`src/rtl/wb_bus_exerciser.sv`:
```
// wb_bus_exerciser: sequenced Wishbone master for bus bring-up (single, fill, verify, fill+verify)
// Ports:
//   clk, rst            system clock, synchronous active-high reset
//   start, mode, man_*  launch an operation; man_* drive the single-transaction mode
//   wishbone_*          classic Wishbone master interface
//   busy, done, pass    operation status
//   err_count           mismatches plus timeouts (saturating), timeout_flag = any timeout
//   last_data           data of the last acknowledged read
//   err_addr/err_expected/err_actual  first failure of the operation when
//                       WB_EXERCISER_ERRCAP_EN is defined, otherwise tied to zero
module wb_bus_exerciser #(
    parameter int                    ADDR_WIDTH   = 32,
    parameter int                    DATA_WIDTH   = 32,
    parameter int                    SEL_WIDTH    = 4,
    parameter logic [ADDR_WIDTH-1:0] BASE_ADDR    = '0,
    parameter int                    ADDR_STEP    = 1,
    parameter int                    NUM_WORDS    = 16,
    parameter logic [31:0]           PATTERN_SEED = 32'hA5A5_0000,
    parameter int                    TIMEOUT      = 255
) (
    input  logic                  clk,
    input  logic                  rst,
    input  logic                  start,
    input  logic [1:0]            mode,
    input  logic [ADDR_WIDTH-1:0] man_addr,
    input  logic [DATA_WIDTH-1:0] man_data,
    input  logic                  man_we,
    input  logic [SEL_WIDTH-1:0]  man_sel,
    output logic [ADDR_WIDTH-1:0] wishbone_addr_o,
    output logic [DATA_WIDTH-1:0] wishbone_data_o,
    output logic                  wishbone_we_o,
    output logic [SEL_WIDTH-1:0]  wishbone_sel_o,
    output logic                  wishbone_stb_o,
    output logic                  wishbone_cyc_o,
    input  logic [DATA_WIDTH-1:0] wishbone_data_i,
    input  logic                  wishbone_ack_i,
    output logic                  busy,
    output logic                  done,
    output logic                  pass,
    output logic [15:0]           err_count,
    output logic                  timeout_flag,
    output logic [DATA_WIDTH-1:0] last_data,
    output logic [ADDR_WIDTH-1:0] err_addr,
    output logic [DATA_WIDTH-1:0] err_expected,
    output logic [DATA_WIDTH-1:0] err_actual
);
    localparam int IW = NUM_WORDS > 1 ? $clog2(NUM_WORDS) : 1;
    localparam int TW = TIMEOUT > 1 ? $clog2(TIMEOUT) : 1;
    localparam logic [1:0] IDLE = 2'd0, REQ = 2'd1, GAP = 2'd2, DONE = 2'd3;

    function automatic logic [ADDR_WIDTH-1:0] word_addr(input logic [IW-1:0] i);
        return BASE_ADDR + ADDR_WIDTH'(i) * ADDR_WIDTH'(ADDR_STEP);
    endfunction

    function automatic logic [DATA_WIDTH-1:0] pattern(input logic [IW-1:0] i);
        return DATA_WIDTH'(PATTERN_SEED ^ 32'(i));
    endfunction

    logic [1:0]            state_q, state_d, mode_q, mode_d;
    logic [IW-1:0]         idx_q, idx_d, idx_n;
    logic [TW-1:0]         wait_q, wait_d;
    logic                  busy_q, busy_d, done_q, done_d, to_q, to_d, we_q, we_d;
    logic [15:0]           err_q, err_d;
    logic [DATA_WIDTH-1:0] last_q, last_d, data_q, data_d;
    logic [ADDR_WIDTH-1:0] addr_q, addr_d;
    logic [SEL_WIDTH-1:0]  sel_q, sel_d;
    logic                  req, accept, tout, mism, fin, last_word, to_read, more, single;

    assign req       = state_q == REQ;
    assign accept    = (state_q == IDLE || state_q == DONE) && start;
    assign tout      = req && !wishbone_ack_i && wait_q == TW'(TIMEOUT - 1);
    // data_q carries the expected pattern during block reads
    assign mism      = req && wishbone_ack_i && !we_q && mode_q != 2'b00 && wishbone_data_i != data_q;
    assign fin       = req && (wishbone_ack_i || tout);
    assign last_word = idx_q == IW'(NUM_WORDS - 1);
    // fill+verify switches to the read phase after the last write
    assign to_read   = mode_q == 2'b11 && we_q && last_word;
    assign more      = mode_q != 2'b00 && (!last_word || to_read);
    assign idx_n     = to_read ? '0 : idx_q + 1'b1;
    assign single    = mode == 2'b00;

    always_comb begin
        state_d = state_q;
        mode_d  = mode_q;
        idx_d   = idx_q;
        wait_d  = wait_q;
        busy_d  = busy_q;
        done_d  = done_q;
        to_d    = to_q;
        we_d    = we_q;
        err_d   = err_q;
        last_d  = last_q;
        data_d  = data_q;
        addr_d  = addr_q;
        sel_d   = sel_q;
        if (accept) begin
            state_d = REQ;
            mode_d  = mode;
            idx_d   = '0;
            wait_d  = '0;
            busy_d  = 1'b1;
            done_d  = 1'b0;
            to_d    = 1'b0;
            err_d   = '0;
            addr_d  = single ? man_addr : word_addr('0);
            data_d  = single ? man_data : pattern('0);
            we_d    = single ? man_we : mode != 2'b10;
            sel_d   = single ? man_sel : '1;
        end else if (state_q == GAP) begin
            state_d = REQ;
        end else if (req) begin
            wait_d = fin ? '0 : wait_q + 1'b1;
            if (wishbone_ack_i && !we_q) last_d = wishbone_data_i;
            if ((tout || mism) && err_q != 16'hFFFF) err_d = err_q + 1'b1;
            if (tout) to_d = 1'b1;
            if (fin) begin
                state_d = more ? GAP : DONE;
                busy_d  = more;
                done_d  = !more;
            end
            if (fin && more) begin
                idx_d  = idx_n;
                we_d   = we_q && !to_read;
                addr_d = word_addr(idx_n);
                data_d = pattern(idx_n);
            end
        end
    end

    always_ff @(posedge clk) begin
        if (rst) begin
            state_q <= IDLE;
            mode_q  <= '0;
            idx_q   <= '0;
            wait_q  <= '0;
            busy_q  <= 1'b0;
            done_q  <= 1'b0;
            to_q    <= 1'b0;
            we_q    <= 1'b0;
            err_q   <= '0;
            last_q  <= '0;
            data_q  <= '0;
            addr_q  <= '0;
            sel_q   <= '0;
        end else begin
            state_q <= state_d;
            mode_q  <= mode_d;
            idx_q   <= idx_d;
            wait_q  <= wait_d;
            busy_q  <= busy_d;
            done_q  <= done_d;
            to_q    <= to_d;
            we_q    <= we_d;
            err_q   <= err_d;
            last_q  <= last_d;
            data_q  <= data_d;
            addr_q  <= addr_d;
            sel_q   <= sel_d;
        end
    end

    assign wishbone_addr_o = addr_q;
    assign wishbone_data_o = data_q;
    assign wishbone_we_o   = we_q;
    assign wishbone_sel_o  = sel_q;
    assign wishbone_stb_o  = req;
    assign wishbone_cyc_o  = req;
    assign busy            = busy_q;
    assign done            = done_q;
    assign pass            = done_q && err_q == '0;
    assign err_count       = err_q;
    assign timeout_flag    = to_q;
    assign last_data       = last_q;

`ifdef WB_EXERCISER_ERRCAP_EN
    logic                  cap_q, cap_d;
    logic [ADDR_WIDTH-1:0] ea_q, ea_d;
    logic [DATA_WIDTH-1:0] ee_q, ee_d, eact_q, eact_d;

    always_comb begin
        cap_d  = cap_q;
        ea_d   = ea_q;
        ee_d   = ee_q;
        eact_d = eact_q;
        if (accept) begin
            cap_d  = 1'b0;
            ea_d   = '0;
            ee_d   = '0;
            eact_d = '0;
        end else if ((tout || mism) && !cap_q) begin
            cap_d  = 1'b1;
            ea_d   = addr_q;
            ee_d   = data_q;
            eact_d = tout ? '0 : wishbone_data_i;
        end
    end

    always_ff @(posedge clk) begin
        if (rst) begin
            cap_q  <= 1'b0;
            ea_q   <= '0;
            ee_q   <= '0;
            eact_q <= '0;
        end else begin
            cap_q  <= cap_d;
            ea_q   <= ea_d;
            ee_q   <= ee_d;
            eact_q <= eact_d;
        end
    end

    assign err_addr     = ea_q;
    assign err_expected = ee_q;
    assign err_actual   = eact_q;
`else
    assign err_addr     = '0;
    assign err_expected = '0;
    assign err_actual   = '0;
`endif
endmodule
```
`config.mk`:
```
export PLATFORM = sky130hd
export DESIGN_NAME = wb_bus_exerciser
export DESIGN_NICKNAME = d
export VERILOG_FILES = /design/src/rtl/wb_bus_exerciser.sv
export SDC_FILE = /design/constraint.sdc
export NUM_CORES = 1
export LEC_CHECK = 0
export CORE_ASPECT_RATIO = 1.75
export CORE_MARGIN = 3
export CORE_UTILIZATION = 40
export DETAILED_ROUTE_END_ITERATION = 7
export PLACE_DENSITY = 0.8
export SYNTH_ARGS = -nofsm -noshare
export SYNTH_HDL_FRONTEND = slang
export SYNTH_SLANG_ARGS = --single-unit
```
`constraint.sdc`:
```
create_clock -name clk -period 2.7 [get_ports clk]
set_input_delay 0.405 -clock clk [delete_from_list [all_inputs] [get_ports clk]]
set_output_delay 0.405 -clock clk [all_outputs]
set_load 0.05 [all_outputs]
```
==> metrics.md <==
| Metric | Value |
|---|---|
| Predominant post-synthesis flop cell | `sky130_fd_sc_hd__dfxtp_1` |
| Floorplan core area | `around 16000 um^2` |
| Count of unresolved DRC violations after routing | `0` |
| Area of the multi-input gates | `roughly 3200 um^2` |
| Total overflow reported by the global router | `0` |
| Vias per Instance | `just over 5` |
| EDFF count, synth | `0` |
| Last weighted congestion value of the routability-driven placer | `between 0.8 and 0.9` |
| Internal power contribution | `roughly 4 mW` |
| Crit. End Element | `output port` |
| Hold Fails Final Rpt | `0` |
| Biggest fanout along the worst timing path | `8` |
| Worst-case headroom to the max-slew limit | `around three fifths` |
| Number of search-and-repair iterations in the first detailed-routing pass | `5` |
| Seq pwr share | `35.6%` |
| Clock latency of the later-clocked register in the worst-skew pair | `~0.41 ns` |
| Cells after synthesis | `between 700 and 800` |
| Register clock-pin slew on the reported worst setup and hold paths | `0.06 ns` |
| Combinational Power Share | `24.2%` |
| Count of port buffers added during placement | `~230` |
| TritonCTS clock tree | `built` |
| # Max-Cap Violations | `0` |
| Unrepaired setup endpoints after global routing | `no` |
| Antenna-violating nets left | `0` |
| Num Clock Sinks | `136` |
| Initial antenna violation count | `0` |
| VDD IR max | `0.000471 V` |
| Post-synth cell types | `slightly below 50` |
| Number of buffers added to fix hold violations after cts | `0` |
| Reported net switching power | `between 2 and 2.5 mW` |
| Seq/Total Area, Yosys | `between 40% and 50%` |
| Worst hold path type | `input pin to register` |
| Die Width | `between 100 and 150 um` |
| Postcts setup bufs | `0` |
| Asr flop ratio synth | `0%` |
| Vias in the first global route | `5805` |
| Proportion of layout cells with a drive suffix above 1 | `around 5.5%` |
| Outcome | `finished, final reports clean` |
| Clock Tree Root | `sky130_fd_sc_hd__clkbuf_16` |
| Die ar. | `roughly 18000 um^2` |
| Boundary pin count | `about 330` |
| Placed cell area | `roughly 8600 um^2` |
| Fraction of the cycle the final worst path needs | `~90%` |
| Clock share of power | `between 40% and 50%` |
| Arrival time of the worst setup path | `a little under 2 ns` |
| Maximum buffer depth of the clock tree | `2` |
| Achievable frequency | `roughly 420 MHz` |
| Nature of the critical path startpoint | `register` |
| Final instance area | `between 9000 and 10000 um^2` |
| Initial core utilization | `40.9%` |
| H-tree depth | `4` |
| Setup TNS | `0 ns` |
| Wire length of the first global-routing pass | `31.2 mm` |
| Max-slew violation count | `0` |
| Hpwl dp | `15.2 mm` |
| Warnings from Yosys | `0` |
| Number of cells in the design after placement | `1165` |
| Final setup violation count | `0` |
| Routed wire length per instance | `around 17 um` |
| Post-layout minimum cycle time | `between 2 and 2.5 ns` |
| Combined flip-flop and latch cell area | `2720 um^2` |
| Total number of vias | `between 6000 and 7000` |
| Area overhead of the layout relative to synthesis | `42.3%` |
| Final nets | `1110` |
| Post-Synthesis Cell Area | `6490 um^2` |
| Required time of the worst setup path | `roughly 2.3 ns` |
| Final Skew | `between 0.01 and 0.015 ns` |
| Post-synthesis area per instance | `8.33 um^2` |
| Maximum number of pins on one net before global-route repair | `53` |
| Number of fill cells in the layout | `1402` |
| Switching share of power | `roughly 33%` |
| Height of the die | `174 um` |
| Drt total wl | `just over 20 mm` |
| Category of the most critical setup path | `register to output port` |
| PD cells | `about 670 nW/um^2` |
| Tightest Pin Transition | `0.596 ns` |
| CTS buffer count | `17` |
| Diodes inserted | `0` |
| Final cell count without fillers | `~1200` |
| Iter 0 DRT Violations | `273` |
| Flip-flop and latch count after synthesis | `roughly 140` |
| Total track usage | `between 20% and 30%` |
| Lkg Pwr | `between 3 and 4 nW` |
| Row cnt | `roughly 60` |
critical path, cell delays in order (launching register included):
cell,delay [ns]
sky130_fd_sc_hd__dfxtp_1,0.31
sky130_fd_sc_hd__inv_1,0.10
sky130_fd_sc_hd__ha_1,0.31
sky130_fd_sc_hd__clkdlybuf4s50_1,0.86
through the flow:
step / setup WS, ns / util, % / hold slack, ns / power, mW
global route: 0.184 / 58.2 / 0.429 / 6.38
detailed placement: 0.266 / 54.2 / 0.446 / 3.72
global placement: 0.275 / 54.2 / 0.441 / 3.71
CTS: 0.0268 / 58.1 / 0.400 / 6.20
floorplan: 0.518 / - / 0.444 / 3.31
finish: 0.308 / 58.2 / 0.409 / 6.15
synthesized netlist by cell type, drive strengths merged (4+ instances only):
library cell,count,area share (%)
a22oi,51,5.9
nand4,8,0.77
and3,5,0.48
o21ai,12,0.98
a2111o,6,1.0
nor4,10,0.96
a21oi,55,4.3
buf,111,13
nand2,107,6.2
dfxtp,136,42
xnor2,4,0.54
nand3,13,1.0
nor3,15,1.2
nor2,103,6.0
and4,5,0.71
xor2,38,5.1
ha,8,1.5
or3,8,0.77
mux2i,10,1.5
clkbuf,32,1.9
inv,7,0.41
a211oi,11,1.3
layout make-up:
| class | instances | area share, % |
|---|---|---|
| flip-flops and latches | 136 | 29.5 |
| clock inverters | 14 | 2.11 |
| inverters | 7 | 0.285 |
| clock buffers | 17 | 4.61 |
| repair buffers | 245 | 26.5 |
| well taps | 189 | 2.56 |
| multi-input cells | 588 | 34.4 |
cell usage in the layout, fill, tap and decap left out, types with 3 or more instances in the layout:
cell type                           n
sky130_fd_sc_hd__clkdlybuf4s50_1  227
sky130_fd_sc_hd__dfxtp_1          136
sky130_fd_sc_hd__nand2_1          107
sky130_fd_sc_hd__nor2_1           102
sky130_fd_sc_hd__conb_1            96
sky130_fd_sc_hd__a21oi_1           54
sky130_fd_sc_hd__a22oi_1           51
sky130_fd_sc_hd__xor2_1            38
sky130_fd_sc_hd__clkbuf_16         17
sky130_fd_sc_hd__nor3_1            15
sky130_fd_sc_hd__buf_4             14
sky130_fd_sc_hd__nand3_1           13
sky130_fd_sc_hd__a211oi_1          11
sky130_fd_sc_hd__nor4_1            10
sky130_fd_sc_hd__o21ai_0           10
sky130_fd_sc_hd__mux2i_1           10
sky130_fd_sc_hd__or3_1              8
sky130_fd_sc_hd__nand4_1            8
sky130_fd_sc_hd__ha_1               8
sky130_fd_sc_hd__inv_1              7
sky130_fd_sc_hd__a2111o_1           6
sky130_fd_sc_hd__and3_1             5
sky130_fd_sc_hd__and4_1             4
sky130_fd_sc_hd__xnor2_1            4
sky130_fd_sc_hd__bufinv_16          4
sky130_fd_sc_hd__inv_6              4
sky130_fd_sc_hd__clkinv_2           3
sky130_fd_sc_hd__buf_12             3
power by group through the flow:
stage / logic [mW] / clock network (mW) / registers, mW
floorplan: 0.789 / 0 / 2.52
global placement: 1.48 / 0 / 2.23
detailed placement: 1.49 / 0 / 2.23
CTS: 1.50 / 2.51 / 2.19
global route: 1.58 / 2.60 / 2.20
finish: 1.49 / 2.47 / 2.19
state kept, by name, summed over array words and instances (netlist names):
register,flops
done,1
wishbone_addr_o,32
idx_q,4
timeout_flag,1
wishbone_sel_o,4
busy,1
err_count,16
wishbone_we_o,1
wait_q,8
state_q,2
mode_q,2
wishbone_data_o,32
last_data,32
repair_timing:
action | 4_1_cts | 5_1_grt
resized for setup | 0 | 1
setup endpoints to repair | 0 | 1
endpoints found under the hold margin | 0 | 0
worst paths after layout:
path / start / depth (start not counted) / end / slack, ns
setup reg to reg: wait_q[0]$_SDFFE_PP0P_ / 9 / wishbone_data_o[14]$_SDFFE_PP0P_ / 0.41
hold reg to reg: last_data[21]$_SDFFE_PP0P_ / 2 / last_data[21]$_SDFFE_PP0P_ / 0.45
hold / removal: rst / 2 / wishbone_data_o[7]$_SDFFE_PP0P_ / 0.41
setup / recovery: state_q[1]$_SDFFE_PP0P_ / 3 / wishbone_cyc_o / 0.31
per-layer routing:
layer,routed length (um),up-vias,track usage [%]
li1,-,2902,-
met1,7540,2859,24.6
met2,11000,322,41.0
met3,1440,34,4.98
met4,539,0,8.05
met5,0,-,0
logic make-up after synthesis:
kind of cell,Yosys count,synth area share [%]
compound gates,148,15.3
xor+xnor,42,5.67
fa+ha+maj,8,1.54
buf+inv,150,14.8
flops,136,42.0
mux,10,1.54
other cells,1,0.0578
simple gates,284,19.2
Power figures use the tool's default switching activity.
